## src/rtl/seq_stim_gen.sv

```systemverilog
// seq_stim_gen: serial stimulus source for the consecutive-ones detector.
// Shifts a latched pattern out on `a` (LSB first). The pattern can repeat,
// with forced-zero gaps between repetitions, under a start/busy/done handshake.
// It also counts the detector's out1 rising edges and its out2-high samples.
module seq_stim_gen #(
  parameter int WIDTH   = 16,
  parameter int LEN_W   = $clog2(WIDTH + 1),
  parameter int GAP_CYC = 2,
  parameter int CNT_W   = 8
) (
  input  logic             clk,
  input  logic             rst_n,
  input  logic             start,
  input  logic [WIDTH-1:0] pattern,
  input  logic [LEN_W-1:0] len,
  input  logic [3:0]       reps,
  input  logic             out1,
  input  logic             out2,
  output logic             a,
  output logic             busy,
  output logic             done,
  output logic [CNT_W-1:0] rise_cnt,
  output logic [CNT_W-1:0] fin_cnt
);

  localparam logic [1:0] S_IDLE  = 2'd0;
  localparam logic [1:0] S_SHIFT = 2'd1;
  localparam logic [1:0] S_GAP   = 2'd2;
  localparam logic [1:0] S_DONE  = 2'd3;

  localparam int               GAP_W    = (GAP_CYC > 1) ? $clog2(GAP_CYC) : 1;
  localparam logic [GAP_W-1:0] GAP_INIT = GAP_W'(GAP_CYC - 1);
  localparam logic [LEN_W-1:0] WIDTH_L  = LEN_W'(WIDTH);
  localparam logic [CNT_W-1:0] CNT_MAX  = '1;

  logic [1:0]       state;
  logic [WIDTH-1:0] pat;       // latched pattern, reloaded at every repetition
  logic [WIDTH-1:0] shreg;     // bits still to be shifted in this repetition
  logic [LEN_W-1:0] len_q;
  logic [LEN_W-1:0] bits_left; // bits remaining after the one now on `a`
  logic [3:0]       reps_left; // repetitions remaining, including the current one
  logic [GAP_W-1:0] gap_cnt;
  logic             hist;      // previous out1 sample, for edge detection

  logic [LEN_W-1:0] len_clamp;
  logic [3:0]       reps_eff;

  // Normalise the job request: clamp the length, and treat reps=0 as one pass.
  always_comb begin
    len_clamp = (len > WIDTH_L) ? WIDTH_L : len;
    reps_eff  = (reps == 4'd0) ? 4'd1 : reps;
  end

  // Sequencer: IDLE -> SHIFT (-> GAP -> SHIFT)* -> DONE -> IDLE.
  always_ff @(posedge clk) begin
    if (!rst_n) begin
      state     <= S_IDLE;
      a         <= 1'b0;
      busy      <= 1'b0;
      done      <= 1'b0;
      pat       <= '0;
      shreg     <= '0;
      len_q     <= '0;
      bits_left <= '0;
      reps_left <= '0;
      gap_cnt   <= '0;
    end else begin
      case (state)
        S_IDLE: begin
          a    <= 1'b0;
          busy <= 1'b0;
          done <= 1'b0;
          if (start) begin
            pat       <= pattern;
            len_q     <= len_clamp;
            reps_left <= reps_eff;
            if (len_clamp != '0) begin
              state     <= S_SHIFT;
              a         <= pattern[0];
              shreg     <= pattern >> 1;
              bits_left <= len_clamp - LEN_W'(1);
              busy      <= 1'b1;
            end else begin
              state <= S_DONE;
              done  <= 1'b1;
            end
          end
        end
        S_SHIFT: begin
          if (bits_left == '0) begin
            a <= 1'b0;
            if (reps_left > 4'd1) begin
              state     <= S_GAP;
              reps_left <= reps_left - 4'd1;
              gap_cnt   <= GAP_INIT;
            end else begin
              state <= S_DONE;
              busy  <= 1'b0;
              done  <= 1'b1;
            end
          end else begin
            a         <= shreg[0];
            shreg     <= shreg >> 1;
            bits_left <= bits_left - LEN_W'(1);
          end
        end
        S_GAP: begin
          if (gap_cnt == '0) begin
            state     <= S_SHIFT;
            a         <= pat[0];
            shreg     <= pat >> 1;
            bits_left <= len_q - LEN_W'(1);
          end else begin
            gap_cnt <= gap_cnt - GAP_W'(1);
          end
        end
        S_DONE: begin
          state <= S_IDLE;
          done  <= 1'b0;
          a     <= 1'b0;
          busy  <= 1'b0;
        end
        default: begin
          state <= S_IDLE;
          a     <= 1'b0;
          busy  <= 1'b0;
          done  <= 1'b0;
        end
      endcase
    end
  end

  // Detection counters. Sampling continues through DONE so that the
  // detector's one-cycle lag on the final bit is still counted.
  always_ff @(posedge clk) begin
    if (!rst_n) begin
      rise_cnt <= '0;
      fin_cnt  <= '0;
      hist     <= 1'b0;
    end else if (state == S_IDLE) begin
      if (start) begin
        rise_cnt <= '0;
        fin_cnt  <= '0;
        hist     <= 1'b0;
      end
    end else begin
      hist <= out1;
      if (out1 && !hist && (rise_cnt != CNT_MAX))
        rise_cnt <= rise_cnt + CNT_W'(1);
      if (out2 && (fin_cnt != CNT_MAX))
        fin_cnt <= fin_cnt + CNT_W'(1);
    end
  end

endmodule

```

## config.mk

```make
export PLATFORM = sky130hd
export DESIGN_NAME = seq_stim_gen
export DESIGN_NICKNAME = d
export VERILOG_FILES = /design/src/rtl/seq_stim_gen.sv
export SDC_FILE = /design/constraint.sdc
export NUM_CORES = 1
export LEC_CHECK = 0
export BUFFER_PORTS_ARGS = -buffer_cell sky130_fd_sc_hd__buf_2
export CAP_MARGIN = 10
export CORE_MARGIN = 2
export CORE_UTILIZATION = 55
export DETAILED_ROUTE_END_ITERATION = 6
export GPL_TIMING_DRIVEN = 0
export PLACE_DENSITY = 0.77
export RECOVER_POWER = 50
export SLEW_MARGIN = 20
export SYNTH_ARGS = -nofsm -noshare
export SYNTH_HDL_FRONTEND = slang
export SYNTH_SLANG_ARGS = --single-unit
export TNS_END_PERCENT = 10
```

## constraint.sdc

```tcl
create_clock -name clk -period 3.3 [get_ports clk]
set_input_delay 0.495 -clock clk [delete_from_list [all_inputs] [get_ports clk]]
set_output_delay 0.495 -clock clk [all_outputs]
set_load 0.02 [all_outputs]
```

### Yosys cells after proc, flatten, opt, wreduce, memory -nomap -nowiden

Index checks and enable logic that the tools add are counted.

| operators by class | value |
|---|---|
| $lt $le $gt $ge | 2 |
| add/sub/neg operators | 7 |
| reduce and logical (&&, ||, !) cells | 22 |
| mux-type cells | 48 |
| equality and inequality tests | 12 |

Operators by type and width:

| operator | number |
|---|---|
| 16-bit two-way mux | 4 |
| 16-bit one-hot mux with 3 select lines | 1 |
| 8-bit two-way mux | 5 |
| 5-bit two-way mux | 5 |
| 1-bit two-way mux | 18 |
| 8-bit by 1-bit adder with 8-bit output, second input constant | 2 |
| 4-bit two-way mux | 4 |
| 8-bit != test, second input constant | 2 |
| 5-bit one-hot mux with 3 select lines | 1 |
| 5-bit by 1-bit subtractor with 5-bit output, second input constant | 3 |
| 2-bit != test, second input constant | 7 |
| 3-bit AND reduction | 3 |
| 2-bit two-way mux | 4 |
| 2-bit one-hot mux with 4 select lines | 1 |
| 4-bit one-hot mux with 2 select lines | 1 |
| 2-bit nonzero test | 4 |
| 1-bit one-hot mux with 3 select lines | 2 |
| 2-bit AND reduction | 3 |
| 3-bit nonzero test | 2 |
| 5-bit greater-than comparator, second input constant | 1 |
| 5-bit zero test | 1 |
| 5-bit AND reduction | 1 |
| 5-bit nonzero test | 1 |
| 2-bit equality test, second input constant | 2 |
| other kinds (11) | 13 |

| word-level totals | value |
|---|---|
| output and inout bits | 19 |
| bits in registers | 69 |

### Longest topological paths before layout

Gate-level depths: netlist of run 1.

| depth | value |
|---|---|
| depth in word-level cells | 6 |
| depth in mapped cells | 11 |
| gate-level depth less buffers | 9 |

### Least setup slack after synthesis of run 1

No wires, ideal clock.

| timing path | value |
|---|---|
| path type | flip-flop to flip-flop |
| start point | register state[0] |
| end point | register bits_left[4] |
| clock period less this slack | 2.314 ns |
| path slack | 0.986 ns |
| cell stages (with the launch flop) | 11 |
| arrival | 2.193 ns |
| buffers on the path | 3 |
| cell sequence | dfxtp_1 -> inv_1 -> ha_1 -> clkbuf_1 -> buf_1 -> buf_1 -> a31oi_1 -> ha_1 -> nor4bb_1 -> xnor2_1 -> a21oi_1 |

| on the way | value |
|---|---|
| word-level cells in the longest chain between the ends | 3 |
| elaborated cells between the ends (all ways) | 10 |

Ends and longest elaborated chain:

| item | line | text |
|---|---|---|
| from (decl) | 36 | `logic [1:0] state;` |
| from (signal assigned) | 57 | `state <= S_IDLE;` |
| from (signal assigned) | 78 | `state <= S_SHIFT;` |
| from (signal assigned) | 84 | `state <= S_DONE;` |
| 2-bit by 1-bit equality test with 1-bit output (tied with other cells) | 68 | `case (state)` |
| 2-bit != test (no source line) / 3-bit nonzero test (equally long branches) | - |  |
| 5-bit AND reduction (no source line) | - |  |
| to (signal assigned) | 81 | `bits_left <= len_clamp - LEN_W'(1);` |
| to (signal assigned) | 104 | `bits_left <= bits_left - LEN_W'(1);` |
| to (signal assigned) | 112 | `bits_left <= len_q - LEN_W'(1);` |
| to (decl) | 40 | `logic [LEN_W-1:0] bits_left;` |

Parallel ways exist; a longest one is shown, timed or not.
A chain may end at the register's enable or synchronous reset.

### Worst setup path in the final report of run 1

Ends and elaborated chain as after synthesis.

==> flow_metrics.tcl, run 1 <==
set metrics [dict create \
    syn_avg_cell_area_sq_um 8.229 \
    outcome "completed" \
    htreeDepth 3 \
    coreArea_sq_um 6314 \
    vias 3354 \
    critical_path.startpoint "state[0]" \
    synth.distinct_cells 58 \
    path_max_fanout 10 \
    finalWeightedCongestion 0.9029 \
    start_kind "flop" \
    synth-seq-cells 68 \
    drive_gt1_share_pct 15.26 \
    worstReg2RegStart "state[0]" \
    post_cts.repair.setup_buffers 0 \
    syn_area_sq_um 3580 \
    dp_hpwl_um 6208 \
    cts_resized 0 \
    yosys_most_used_dff "dfxtp_1" \
    period_needed_ns 2.773 \
    die_w_um 84.68 \
    rsz0062_at_grt "no" \
    std_cell_rows 29 \
    r2r_setup_slack_ns 0.53 \
    nets 532 \
    power_leakage_nw 1.531 \
    critPathKind "flop to flop" \
    grt_max_degree 12 \
    ioPinCount 49 \
    skew_ns 0.009680 \
    finalCritPeriodShare_pct 84.03 \
    vias_per_cell 5.833 \
    drc 0 \
    tns_ns 0 \
    holdBufCountCts 0 \
    synth_top_area_cell "dfxtp_1" \
    yosysSeqAreaShare_pct 38.03 \
    fin_ws_ns 0.5270 \
    root_buffer "clkbuf_8" \
    placedCellCount 559 \
    hold_violations 0 \
    routed_wl_um 8898 \
    antenna_found_initial 0 \
    power_mw 2.529 \
    critPathArrivalTime_ns 3.00 \
    yosysMostFrequentCell "nand2_1" \
    setup_viol 0 \
    utilization_pct 64.67 \
    critPathRequiredTime_ns 3.53 \
    grt_pass1_wl_um 15060 \
    maxSlewViolCount 0 \
    synth_top_cells_by_count "nand2_1 (93), dfxtp_1 (68), a21boi_0 (32), o21ai_0 (20), o211ai_1 (18)" \
    cts_tree "done" \
    place_ws_ns 0.5844 \
    powerDensity_nw_per_um2 619.3 \
    endpoint "bits_left[4]" \
    async_flop_share_pct 0 \
    synth_area_leaders "dfxtp_1 (38%), nand2_1 (9.8%), a21boi_0 (6.7%)" \
    clk_path_buf_depth 2 \
    avgRoutedWirePerCell_um 15.47 \
    drt_iter0_drc 222 \
    diodes 0 \
    die-area_sq_um 7170 \
    maxCapViolCount 0 \
    worstSetupEndpointType "flop" \
    synth_edf_count 0 \
    cts_sinks 68 \
    instances_no_fill 575 \
    hold_path_class "input pin to flop" \
    numPortBuffers 47 \
    ir_drop_mv 0.3796 \
    max_slew_margin_pct 44.84 \
    first_pass_iters 5 \
    grt_overflow 0 \
    die_h_um 84.68 \
    netlist.area_leader.share_pct 38.03 \
    tightest_slew_ns 0.8187 \
    antenna_left 0 \
    clk_latency_ns 0.34 \
    initial_core_util_pct 56.70 \
    grt_pass1_vias 3196 \
    rr_worst_depth 10 \
    synthCells 435 \
    r2r-end "bits_left[4]" \
    max_freq_mhz 360.6 \
    area_growth_pct 14.05 \
    clkTransAtPathRegs_ns 0.07 \
    yosysWarnings 0 \
    numCtsBuffers 9 \
    grt.total_usage_pct 25.86 \
    synth_nets 474 \
]
==> through the flow <==
stage / hold slack, ns / instance area [sq um]
2_1_floorplan: 0.4398 / 3580
3_3_place_gp: 0.4478 / 3911
3_5_place_dp: 0.4583 / 3911
4_1_cts: 0.4044 / 4114
5_1_grt: 0.4288 / 4083
6_report: 0.4163 / 4083
==> cells by family after synthesis <==
family / count (synthesis) / share of synthesized area, %
and+or+nand+nor: 171 / 22.23
AOI/OAI and AO/OA: 139 / 29.12
DFF: 68 / 38.03
buffers and inverters: 38 / 4.929
adders and majority gates: 9 / 3.146
xor gates and xnor gates: 8 / 1.957
muxes: 2 / 0.5942
==> critical path, cell delays in order (launching register included) <==
cell and delay (ns):
dfxtp_1 0.41, inv_1 0.09, ha_1 0.27, clkbuf_1 0.29, buf_1 0.40, buf_1 0.42
a31oi_1 0.16, ha_1 0.24, nor4bb_1 0.14, xnor2_1 0.16, a21oi_1 0.08
==> layer usage <==
layer  wire (um)  GRT usage (%)  vias to the layer above
met5           0              0                        -
met4         144          9.668                        0
met3         595          5.113                       17
met2        4111          41.30                      135
met1        4046          34.67                     1536
li1            -              -                     1666
==> cell usage in the layout (no fill, tap or decap), types with 9 or more instances in the layout <==
cell	count
o21ai_0	21
a21oi_1	13
a21boi_0	33
o211ai_1	18
nor2_1	16
a22oi_1	15
clkbuf_1	36
ha_1	9
buf_2	33
nand2_1	93
nand3_1	15
clkbuf_8	11
dfxtp_1	68
==> sequential cells by signal (all words and copies together), names as in the netlist <==
| register | cells |
|---|---|
| a | 1 |
| bits_left | 5 |
| busy | 1 |
| done | 1 |
| fin_cnt | 8 |
| gap_cnt | 1 |
| hist | 1 |
| len_q | 5 |
| pat | 16 |
| reps_left | 4 |
| rise_cnt | 8 |
| shreg | 15 |
| state | 2 |
==> area by class of cell <==
cell class | count | area (sq um)
tap | 77 | 96.34
inverter | 7 | 26.28
timing repair buffer | 47 | 211.5
sequential | 68 | 1361
fill | 559 | 2231
clock inverter | 4 | 47.55
buffer | 31 | 146.4
clock buffer | 12 | 155.1
multi-input combinational | 329 | 2038
==> worst min-delay path by stage <==
stage | startpoint | endpoint | cells past startpoint
after floorplan | reps_left[1] | reps_left[1] | 2
after global placement | shreg[7] | shreg[7] | 2
after detailed placement | pat[0] | pat[0] | 2
after CTS | pattern[6] | pat[6] | 3
after global routing | pattern[9] | pat[9] | 3
final | pattern[4] | pat[4] | 3
==> report_power, final <==
group	leakage, nW	internal, mW	switching (mW)	total (mW)
Clock	0.102	0.388	0.323	0.711
Combinational	0.872	0.311	0.493	0.804
Sequential	0.557	0.934	0.0801	1.01
Total	1.53	1.63	0.896	2.53
Power figures use the tool's default switching activity.
==> run 2, diff against run 1 <==
- ABC_AREA: unset -> 1
- CORE_UTILIZATION: 55 -> 52
- PLACE_DENSITY: 0.77 -> 0.76
- clock period: 3.3 -> 2.5 ns (I/O delays scaled with it)
==> run 2 against run 1 <==
  * Cell count increased by 19%
  * Utilization fell by 2.8 points
  * Clock skew about the same
  * Setup slack worse by 0.30 ns
  * Routed wire length is 1.6% higher
  * Largest cell class unchanged
  * Register-to-register slack got worse by 0.30 ns
==> flow_metrics.tcl, run 2 <==
set metrics [dict create \
    design_area_sq_um 4200 \
    std_cell_rows 30 \
    worstReg2RegStart "state[1]" \
    min_to "pat[12]" \
    rsz0062_at_grt "no" \
    yosysWarnings 0 \
    diodes 0 \
    holdBufCountCts 0 \
    coreArea_sq_um 6794 \
    yosysMostFrequentCell "nand2_1" \
    synth_simple_gate_area_share_pct 31.38 \
    skew_ns 0.009977 \
    synth-seq-cells 68 \
    synth_area_leaders "dfxtp_1 (37%), nand2_1 (9.3%), nand3_1 (7.9%)" \
    reg.largest.list "pat: 16 flops, shreg: 15 flops" \
    die_w_um 87.58 \
    r2r_setup_slack_ns 0.23 \
    synth_mux_area_share_pct 0 \
    syn_avg_cell_area_sq_um 6.919 \
    synth_edf_count 0 \
    utilization_pct 61.82 \
    vias_per_cell 5.291 \
    root_buffer "clkbuf_8" \
    ioPinCount 49 \
    tns_ns 0 \
    antenna_found_initial 0 \
    grt_overflow 0 \
    async_flop_share_pct 0 \
    clock_power_share_pct 20.1 \
    largest_register_ffs 16 \
    hold_start "pattern[12]" \
    p_seq_share_pct 29.9 \
    hold_path_class "input pin to flop" \
    grt.total_usage_pct 25.03 \
    worstSetupEndpointType "flop" \
    clkTransAtPathRegs_ns 0.08 \
    max_slew_margin_pct 63.68 \
    largest_register "pat" \
    clk_path_buf_depth 2 \
    swShare_pct 44.38 \
    r2r-end "bits_left[4]" \
    numCtsBuffers 9 \
    powerDensity_nw_per_um2 1228 \
    grt_max_degree 14 \
    netSwitchingPower_mw 2.289 \
    synth_compound_area_share_pct 17.46 \
    synth.distinct_cells 37 \
    clk_latency_ns 0.36 \
    grt_pass1_wl_um 15150 \
    dpl_cell_area_sq_um 3993 \
    antenna_left 0 \
    htreeDepth 3 \
    outcome "completed" \
    power_leakage_nw 1.779 \
    grt_pass1_vias 3277 \
    maxSlewViolCount 0 \
    drive_gt1_share_pct 14.77 \
    p_int_mw 2.869 \
    yosys_most_used_dff "dfxtp_1" \
    start_kind "flop" \
    synth_top_cells_by_count "nand2_1 (90), dfxtp_1 (68), nor2_1 (66), nand3_1 (57), inv_1 (47)" \
    critPathKind "flop to flop" \
    routed_wl_um 9041 \
    cts_sinks 68 \
    rr_worst_depth 14 \
    first_pass_iters 5 \
    hold_violations 0 \
    drt_iter0_drc 226 \
    netlist.area_leader.share_pct 37.48 \
    worst_hold_slack_ns 0.2808 \
    dp_hpwl_um 6574 \
    yosysSeqAreaShare_pct 37.48 \
    post_cts.repair.setup_buffers 0 \
    mostFrequentLayoutCell "nand2_1" \
    finalCritPeriodShare_pct 90.79 \
    synthAdderAreaFrac_pct 3.100 \
    critPathRequiredTime_ns 2.76 \
    setup_viol 0 \
    synthCells 525 \
    finalWeightedCongestion 0.9194 \
    die_h_um 87.58 \
    synth_nets 564 \
    nets 623 \
    vias 3624 \
    path_max_fanout 10 \
    synth_xor_area_share_pct 0.7234 \
    area_growth_pct 15.64 \
    combPwrFrac_pct 50.0 \
    synth_top_area_cell "dfxtp_1" \
    critPathArrivalTime_ns 2.53 \
    min_path_cells 3 \
    syn_area_sq_um 3632 \
    maxCapViolCount 0 \
    period_needed_ns 2.270 \
    max_freq_mhz 440.6 \
    die-area_sq_um 7669 \
    synth_top_family_by_area "simple AND/OR/NAND/NOR gates" \
    ir_drop_mv 0.6654 \
    drc 0 \
    numPortBuffers 48 \
    tightest_slew_ns 0.5448 \
    layout_common_cells "nand2_1 (90), nor2_1 (67), dfxtp_1 (67), nand3_1 (57), inv_1 (49)" \
    avgRoutedWirePerCell_um 13.20 \
    cts_tree "done" \
    initial_core_util_pct 53.46 \
]
[run 2: power by group through the flow]
stage / combinational (mW) / clock [mW] / sequential (mW)
5_1_grt: 2.91 / 1.09 / 1.58
3_3_place_gp: 2.47 / 0 / 1.55
2_1_floorplan: 1.95 / 0 / 1.56
6_report: 2.58 / 1.04 / 1.54
4_1_cts: 2.53 / 1.04 / 1.54
3_5_place_dp: 2.53 / 0 / 1.56
[run 2: layout make-up]
cell class,instances,area (sq um)
Buffer,23,147.6
Clock buffer,9,123.9
Clock inverter,7,100.1
Fill cell,641,2594
Inverter,54,210.2
Multi-Input combinational cell,380,1919
Sequential cell,68,1363
Tap cell,96,120.1
Timing Repair Buffer,48,216.5
[run 2: layer usage]
metal / routed length, um / GRT usage, % / vias to the layer above
li1: - / - / 1849
met1: 4364 / 35.41 / 1668
met2: 4068 / 38.77 / 95
met3: 468 / 4.336 / 12
met4: 139 / 8.531 / 0
met5: 0 / 0 / -
[run 2: worst max path at each step]
stage,start,endpoint,slack [ns]
finish,state[1],bits_left[4],0.23
global placement,state[0],bits_left[4],0.17
floorplan,state[0],bits_left[4],0.41
detailed placement,state[0],bits_left[4],0.12
CTS,state[0],bits_left[4],0.1
global route,state[0],bits_left[4],0.05
[run 2: kinds of logic (layout without fill, tap and decap cells)]
logic type / Yosys count / in the layout
simple gates: 250 / 250
compound gates: 118 / 118
buf+inv: 77 / 141
flops: 68 / 68
fa+ha+maj: 9 / 9
xor+xnor: 3 / 3
[run 2: metrics by stage]
| stage | total power [mW] | worst slack [ns] | std cells |
|---|---|---|---|
| global route | 5.573 | 0.05248 | 685 |
| finish | 5.158 | 0.2303 | 685 |
| global placement | 4.023 | 0.1726 | 669 |
| floorplan | 3.510 | 0.4082 | 525 |
| detailed placement | 4.083 | 0.1190 | 669 |
| CTS | 5.115 | 0.09757 | 685 |
[run 2: timing repair]
item,4_1_cts,5_1_grt
gates resized for setup,0,6
endpoints found under the hold margin,0,0
endpoints found under the setup margin,0,1
[run 2: worst max-delay path, stage by stage (launching register included)]
cell and delay (ns):
dfxtp_1 0.37, inv_1 0.13, ha_4 0.31, clkbuf_4 0.19, inv_2 0.10, nand3_1 0.14, and2_1 0.18, ha_1 0.17
inv_1 0.07, nor2_4 0.13, nand2_1 0.07, o21ai_1 0.12, nand3_2 0.08, nand2_1 0.07, inv_1 0.03
